## config.mk

```make
export PLATFORM = sky130hd
export DESIGN_NAME = run_monitor
export DESIGN_NICKNAME = d
export VERILOG_FILES = /design/src/rtl/run_monitor_pkg.sv /design/src/rtl/run_monitor_ckpt_counter.sv /design/src/rtl/run_monitor.sv
export SDC_FILE = /design/constraint.sdc
export NUM_CORES = 1
export LEC_CHECK = 0
export BUFFER_PORTS_ARGS = -buffer_cell sky130_fd_sc_hd__buf_2
export CAP_MARGIN = 20
export CORE_MARGIN = 2
export CORE_UTILIZATION = 55
export DETAILED_ROUTE_END_ITERATION = 10
export PLACE_DENSITY = 0.8
export SLEW_MARGIN = 30
export SYNTH_ARGS = -nofsm -noshare
export SYNTH_HDL_FRONTEND = slang
export SYNTH_SLANG_ARGS = --single-unit
```

## constraint.sdc

```tcl
create_clock -name clk -period 13.05 [get_ports clk]
set_clock_uncertainty 0.1 [all_clocks]
set_input_delay 1.9575 -clock clk [delete_from_list [all_inputs] [get_ports clk]]
set_output_delay 1.9575 -clock clk [all_outputs]
set_load 0.01 [all_outputs]
```

## src/rtl/run_monitor_pkg.sv

```systemverilog
// Shared definitions for the run monitor.
//   state_e         : FSM state encodings (IDLE/RUN/DONE/TMO)
//   FINISH_ADDR_DEF : default data address whose store ends a run
package run_monitor_pkg;

  typedef enum logic [1:0] {
    ST_IDLE = 2'd0,
    ST_RUN  = 2'd1,
    ST_DONE = 2'd2,
    ST_TMO  = 2'd3
  } state_e;

  localparam logic [31:0] FINISH_ADDR_DEF = 32'h0000_7fff;

endpackage

```

## src/rtl/run_monitor_ckpt_counter.sv

```systemverilog
// One programmable PC checkpoint with its saturating hit counter.
//   clk, rst          : clock, async active-high reset
//   cfg_we/idx/addr/en: config write; applied only when cfg_idx selects IDX
//   pc, pc_valid      : retire snoop
//   clear             : zero the hit count (start of a run)
//   freeze            : hold the hit count (not running)
//   count             : hit count, saturates at all-ones
module ckpt_counter #(
  parameter int ADDR_W = 32,
  parameter int CNT_W  = 32,
  parameter int IDX_W  = 2,
  parameter int IDX    = 0
) (
  input  logic              clk,
  input  logic              rst,
  input  logic              cfg_we,
  input  logic [IDX_W-1:0]  cfg_idx,
  input  logic [ADDR_W-1:0] cfg_addr,
  input  logic              cfg_en,
  input  logic [ADDR_W-1:0] pc,
  input  logic              pc_valid,
  input  logic              clear,
  input  logic              freeze,
  output logic [CNT_W-1:0]  count
);

  logic [ADDR_W-1:0] addr;
  logic              en;
  logic              sel;
  logic              hit;

  // Out-of-range indices never match any instance, so they are dropped.
  assign sel = cfg_we && (cfg_idx == IDX_W'(IDX));
  assign hit = !freeze && pc_valid && en && (pc == addr);

  always_ff @(posedge clk or posedge rst) begin
    if (rst) begin
      addr  <= '0;
      en    <= 1'b0;
      count <= '0;
    end else begin
      if (sel) begin
        addr <= cfg_addr;
        en   <= cfg_en;
      end
      if (clear)
        count <= '0;
      else if (hit && (count != '1))
        count <= count + 1'b1;
    end
  end

endmodule

```

## src/rtl/run_monitor.sv

```systemverilog
// Run monitor for the mipse core: snoops retire PC and the data store port,
// counts RUN cycles and per-checkpoint PC hits, detects the finish store.
// Optional watchdog: define RUN_MON_WATCHDOG_EN to add the TMO state.
//   clk, rst      : clock, async active-high reset
//   start         : begin/restart a run (ignored while running)
//   pc, pc_valid  : retire snoop
//   daddr, wdata, memwrite : store snoop
//   cfg_*         : checkpoint configuration write
//   running/done/timeout   : state flags
//   cycle_cnt     : RUN cycles, saturating
//   hit_cnt       : per-checkpoint hits, index i at [i*CNT_W +: CNT_W]
//   exit_code     : wdata of the finish store
module run_monitor
  import run_monitor_pkg::*;
#(
  parameter int                ADDR_W      = 32,
  parameter int                DATA_W      = 32,
  parameter int                N_CKPT      = 4,
  parameter int                CNT_W       = 32,
  parameter logic [ADDR_W-1:0] FINISH_ADDR = ADDR_W'(FINISH_ADDR_DEF),
  parameter int unsigned       TIMEOUT     = 10000000,
  localparam int               IDX_W       = (N_CKPT > 1) ? $clog2(N_CKPT) : 1
) (
  input  logic                    clk,
  input  logic                    rst,
  input  logic                    start,
  input  logic [ADDR_W-1:0]       pc,
  input  logic                    pc_valid,
  input  logic [ADDR_W-1:0]       daddr,
  input  logic [DATA_W-1:0]       wdata,
  input  logic                    memwrite,
  input  logic                    cfg_we,
  input  logic [IDX_W-1:0]        cfg_idx,
  input  logic [ADDR_W-1:0]       cfg_addr,
  input  logic                    cfg_en,
  output logic                    running,
  output logic                    done,
  output logic                    timeout,
  output logic [CNT_W-1:0]        cycle_cnt,
  output logic [N_CKPT*CNT_W-1:0] hit_cnt,
  output logic [DATA_W-1:0]       exit_code
);

  state_e state_q, state_d;
  logic   start_acc;
  logic   finish;
  logic   wdog;

  assign running   = (state_q == ST_RUN);
  assign done      = (state_q == ST_DONE);
  assign start_acc = start && !running;
  assign finish    = running && memwrite && (daddr == FINISH_ADDR);

`ifdef RUN_MON_WATCHDOG_EN
  // Finish takes priority over a watchdog expiry in the same cycle.
  assign wdog    = running && (64'(cycle_cnt) == (64'(TIMEOUT) - 64'd1)) && !finish;
  assign timeout = (state_q == ST_TMO);
`else
  assign wdog    = 1'b0;
  assign timeout = 1'b0;
`endif

  always_ff @(posedge clk or posedge rst) begin
    if (rst) state_q <= ST_IDLE;
    else     state_q <= state_d;
  end

  always_comb begin
    state_d = state_q;
    case (state_q)
      ST_RUN: begin
        if (finish)    state_d = ST_DONE;
        else if (wdog) state_d = ST_TMO;
      end
      default: begin
        if (start) state_d = ST_RUN;
      end
    endcase
  end

  always_ff @(posedge clk or posedge rst) begin
    if (rst) begin
      cycle_cnt <= '0;
      exit_code <= '0;
    end else if (start_acc) begin
      cycle_cnt <= '0;
      exit_code <= '0;
    end else if (running) begin
      if (cycle_cnt != '1) cycle_cnt <= cycle_cnt + 1'b1;
      if (finish)          exit_code <= wdata;
    end
  end

  for (genvar i = 0; i < N_CKPT; i++) begin : g_ckpt
    ckpt_counter #(
      .ADDR_W (ADDR_W),
      .CNT_W  (CNT_W),
      .IDX_W  (IDX_W),
      .IDX    (i)
    ) u_ckpt (
      .clk      (clk),
      .rst      (rst),
      .cfg_we   (cfg_we),
      .cfg_idx  (cfg_idx),
      .cfg_addr (cfg_addr),
      .cfg_en   (cfg_en),
      .pc       (pc),
      .pc_valid (pc_valid),
      .clear    (start_acc),
      .freeze   (!running),
      .count    (hit_cnt[i*CNT_W +: CNT_W])
    );
  end

endmodule

```

# Word-level counts from Yosys, hierarchy flattened
# Cells that the tools add are included.
totals:
  ff_bits: 326
  inputBits: 137
  output_inout_bits: 195
  word_cells: 86
op_classes:
  reduce_logical: 33
  mux: 17
  eq_ne: 16
  add_sub_neg: 5
ops:
  columns: ["op", "n"]
  rows:
  - ["2-to-1 mux 32 bit", 14]
  - ["adder 32 x 1 -> 32 bit, second input constant", 5]
  - ["!= test 32 bit, second input constant", 5]
  - ["== test 32 bit", 4]
  - ["== test 32 x 15 -> 1 bit, second input constant", 1]
  - ["logical AND 1 bit", 20]
  - ["nonzero test 2 bit", 8]
  - ["== test 2 bit, second input constant", 3]
  - ["2-to-1 mux 2 bit", 3]
  - ["AND reduction 2 bit", 3]
  - ["== test 2 x 1 -> 1 bit, second input constant", 2]
  - ["zero test 2 bit", 1]
  - ["!= test 2 x 1 -> 1 bit, second input constant", 1]
  - ["zero test 1 bit", 1]

# Longest topological paths before layout
depth:
  ltp_word: 7
  ltp_mapped: 9
  depth_no_buf: 7

# Hierarchy
# Synthesis repeated with hierarchy kept, for this count alone.
hier_totals:
  hier_cells: 1681
  hier_area_um2: 17207.8
by_module_without_submodules:
  columns: ["mod", "cells_per_inst", "instances", "seq_area_each_um2", "area_each_um2"]
  rows:
  - ["ckpt_counter (g_ckpt[0].u_ckpt ...)", 329, 3, 1626.6, 3442.1]
  - ["run_monitor", 365, 1, 1651.6, 3442.1]
  - ["ckpt_counter (g_ckpt[3].u_ckpt)", 329, 1, 1626.6, 3439.5]

# Worst setup path before layout
# Ideal clock, no wire load.
synth_path:
  path_type: "input-to-reg"
  start: "input pc[26]"
  end: "register g_ckpt[3].u_ckpt.count[30]"
  required_ps: 12872
  path_buffers: 0
  slack_ps: 9279
  setup_time_ps: 78
  t_arrival_ps: 3593
  path_stages: 6
  path_cell_list: "xor2_1 nor4_2 nand4_1 a2111o_1 or4_1 a21oi_1"
synth_via:
  elab_chain_len: 4
synth_lines:
  columns: ["element", "line_no", "text"]
  rows:
  - ["from (decl)", "run_monitor.sv:27", "input logic [ADDR_W-1:0] pc,"]
  - ["== test 32 bit", "run_monitor_ckpt_counter.sv:34", "assign hit = !freeze && pc_valid && en && (pc == addr);"]
  - ["logical AND 1 bit", "run_monitor_ckpt_counter.sv:34", null]
  - ["logical AND 1 bit", "run_monitor_ckpt_counter.sv:48", "else if (hit && (count != '1))"]
  - ["nonzero test 2 bit (no line)", null, null]
  - ["to (signal assigned)", "run_monitor_ckpt_counter.sv:49", "count <= count + 1'b1;"]
  - ["to (decl)", "run_monitor_ckpt_counter.sv:24", "output logic [CNT_W-1:0] count"]
# Every way passes these cells.
# A chain may end at the register's enable or synchronous reset.

# Final worst setup path
layout_path:
  start: "input pc[12]"
  end: "register g_ckpt[0].u_ckpt.count[3]"
layout_via:
  elab_chain_len: 4
layout_lines:
  columns: ["element", "line_no"]
  rows:
  - ["== test 32 bit", "run_monitor_ckpt_counter.sv:34"]
  - ["logical AND 1 bit", "run_monitor_ckpt_counter.sv:34"]
  - ["logical AND 1 bit", "run_monitor_ckpt_counter.sv:48"]
  - ["nonzero test 2 bit (no line)", null]
  - ["to (signal assigned)", "run_monitor_ckpt_counter.sv:49"]
  - ["to (decl)", "run_monitor_ckpt_counter.sv:24"]
# Every way passes these cells.

==> reports/metrics.csv <==
metric,value,unit
setup ws final,8790,ps
setup TNS,0,ps
worst hold path type,flop to flop,
crit-path max cell delay,780,ps
Max-Cap Viols,0,
# setup viols final,0,
Final ANT Viol Nets,0,
Synth async-reset ratio,1.00,
Yosys top cell area share,0.481,
critical path cell sequence,buf_2 -> xnor2_1 -> nand4_1 -> nor4_1 -> o2111ai_4 -> buf_4 -> or4_1 -> a21oi_1,
CTS max path bufs,3,
Area contributors post-synth,"dfrtp_1 48%, mux2_2 9.6%, xnor2_1 5.6%",
WL/cell,19.2,µm
largest net degree at the start of global routing,114,
"Setup Fix Bufs, Post-CTS",0,
largest area contributor in the netlist,dfrtp_1,
worst setup path startpoint,pc[12],
Lkg Pwr,0.00958,µW
Post-CTS Hold Buffers,0,
Placer Congestion,0.938,
DRC,0,
share of cells above drive strength 1,0.300,
Worst Setup End Kind,flop,
fin crit share,0.327,
CORE AREA,30500,µm²
grt ovf,0,
clk sink count,326,
worst reg-to-reg path cell count,8,
Yosys reg bits,326,
CTS H-tree lvls,2,
Critical Path AT,4600,ps
Routed WL,45.6,mm
slew margin rel.,0.374,
worst-path fanout max,64,
Vias per Instance,5.93,
R2R setup slack,9750,ps
IO Pins,332,
cts repair resizes,0,
Synth warnings,0,
"Slowest-stage cell, CP",nor4_1,
"commonest non-fill, non-tap cell in the layout",buf_2,
Horiz. Die Dim,180,µm
Netlist Area Pre-Place,17000,µm²
clk_lat worst skew,520,ps
die area,32200,µm²
commonest register cell after synthesis,dfrtp_1,
worst reg2reg path endpoint,g_ckpt[2].u_ckpt.count[16],
outcome,"complete, no violations",
Final Hold Vio Count,0,
Critical Path Source Type,primary input,
worst setup path end,g_ckpt[0].u_ckpt.count[3],
drt first pass iters,5,
Port Buffers,330,
Layout fillers,2337,
root cell of the clock tree,clkbuf_16,
DR vias,14100,
pre-CTS setup slack,8330,ps
initial core utilization,0.556,
GRT Util Overall,0.276,
Post-synth EDFFs,0,
Min Hold Slack,396,ps
fin nets,2092,
clock slew seen by the registers of the worst setup and hold paths,60,ps
FP Rows,64,
Slew @ Worst Pin,939,ps
class of the most critical setup path,primary input to flop,
worst reg2reg startpoint,g_ckpt[2].u_ckpt.count[0],
fin. max-slew vios,0,
Syn Area/Cell,10.3,µm²
RSZ-0062 raised after global routing,false,
initial drt markers,1017,
TritonCTS clock tree,yes,
"Data required, critical path",13390,ps
initial antenna violation count,5,
first-pass GRT wire length,73.6,mm
post-synth net total,1781,
Post-DP HPWL,32.1,mm
sequential element share of the synthesized area,0.481,
number of global-route vias before repair,13800,
Peak Freq,235,MHz
Die Span Y,180,µm
"commonest cells after routing, fill and taps aside","330 x buf_2, 326 x dfrtp_1, 144 x mux2_2, 124 x nand2_1, 109 x xnor2_1",
"Distinct cells, synth",61,
CTS buffer count,36,
pwr dens,130,nW/µm²
cell count after synthesis,1639,
Max VDD drop,0.132,mV
Area Overhead vs Synth,19.1,%
min Tclk post-route,4260,ps
final core occ,0.662,
==> cells by family after synthesis <==
kind of cell               Yosys count  synth area share
DFF                                326             0.481
adders and majority gates            5           0.00369
xor gates and xnor gates           153            0.0790
and+or+nand+nor                    594             0.196
muxes                              160             0.105
buffers and inverters              126            0.0320
other                                1          0.000221
AOI/OAI and AO/OA                  274             0.103
==> metal layers <==
metal	up-vias	wire, µm	track usage	share of wire
li1	6589	-	-	-
met1	6904	19400	0.367	0.43
met2	490	21600	0.453	0.47
met3	106	2930	0.0535	0.064
met4	0	1650	0.0992	0.036
met5	-	0	0	0
==> per-stage QoR <==
step	std cells	instance area, µm²	power [µW]
final	2377	20200	2630
after floorplan	1639	17000	1420
after global routing	2373	20200	2730
after global placement	2308	18900	1550
after CTS	2373	20200	2640
after detailed placement	2308	18900	1560
==> worst min path at each step <==
stage                                           from  slack, ps  depth (start not counted)                          to
after detailed placement                exit_code[4]        390                          2                exit_code[4]
after floorplan                  g_ckpt[2].u_ckpt.en        370                          1         g_ckpt[2].u_ckpt.en
after global routing             g_ckpt[2].u_ckpt.en        430                          1         g_ckpt[2].u_ckpt.en
final                                  exit_code[13]        400                          2               exit_code[13]
after CTS                               exit_code[4]        400                          2                exit_code[4]
after global placement    g_ckpt[3].u_ckpt.count[31]        370                          1  g_ckpt[3].u_ckpt.count[31]
==> synthesized netlist by cell type, drive strengths merged, types with 5 or more instances <==
library cell	count
a21oi	71
a31o	5
nor2	60
and4	13
nor3	31
and3	23
or3	30
a21o	59
o211ai	14
or2	18
o31ai	21
nor2b	8
and2	7
xnor2	109
mux2i	16
mux2	144
nor4b	8
buf	30
dfrtp	326
clkbuf	41
nand2	125
xor2	44
nor3b	5
o21ai	80
a31oi	5
nand4	75
inv	54
or4	33
nand2b	16
nor4	38
nand3	94
ha	5
==> state kept, by name, indices dropped and copies added, names as in the netlist <==
signal,cells
state_q,2
g_ckpt.u_ckpt.addr,128
cycle_cnt,32
g_ckpt.u_ckpt.en,4
exit_code,32
g_ckpt.u_ckpt.count,128
==> critical path: cells and delay by family <==
| kind | cells | cell delay, ps |
|---|---|---|
| compound gates | 2 | 360 |
| buf+inv | 2 | 500 |
| simple gates | 3 | 1480 |
| xor+xnor | 1 | 260 |
==> where the power goes <==
part / leakage (µW) / internal [µW] / switching (µW)
sequential: 0.00425 / 1110 / 79.4
clock: 0.000616 / 658 / 423
combinational: 0.00472 / 170 / 196
==> area by class of cell <==
type,count,area (µm²),area share
Antenna cell,4,10.0,0.000496
Clock inverter,12,173,0.00855
Inverter,55,214,0.0106
Tap cell,396,495,0.0245
Multi-Input combinational cell,1187,8300,0.411
Timing Repair Buffer,344,1760,0.0873
Clock buffer,53,1090,0.0538
Sequential cell,326,8160,0.404
Power figures use the tool's default switching activity.
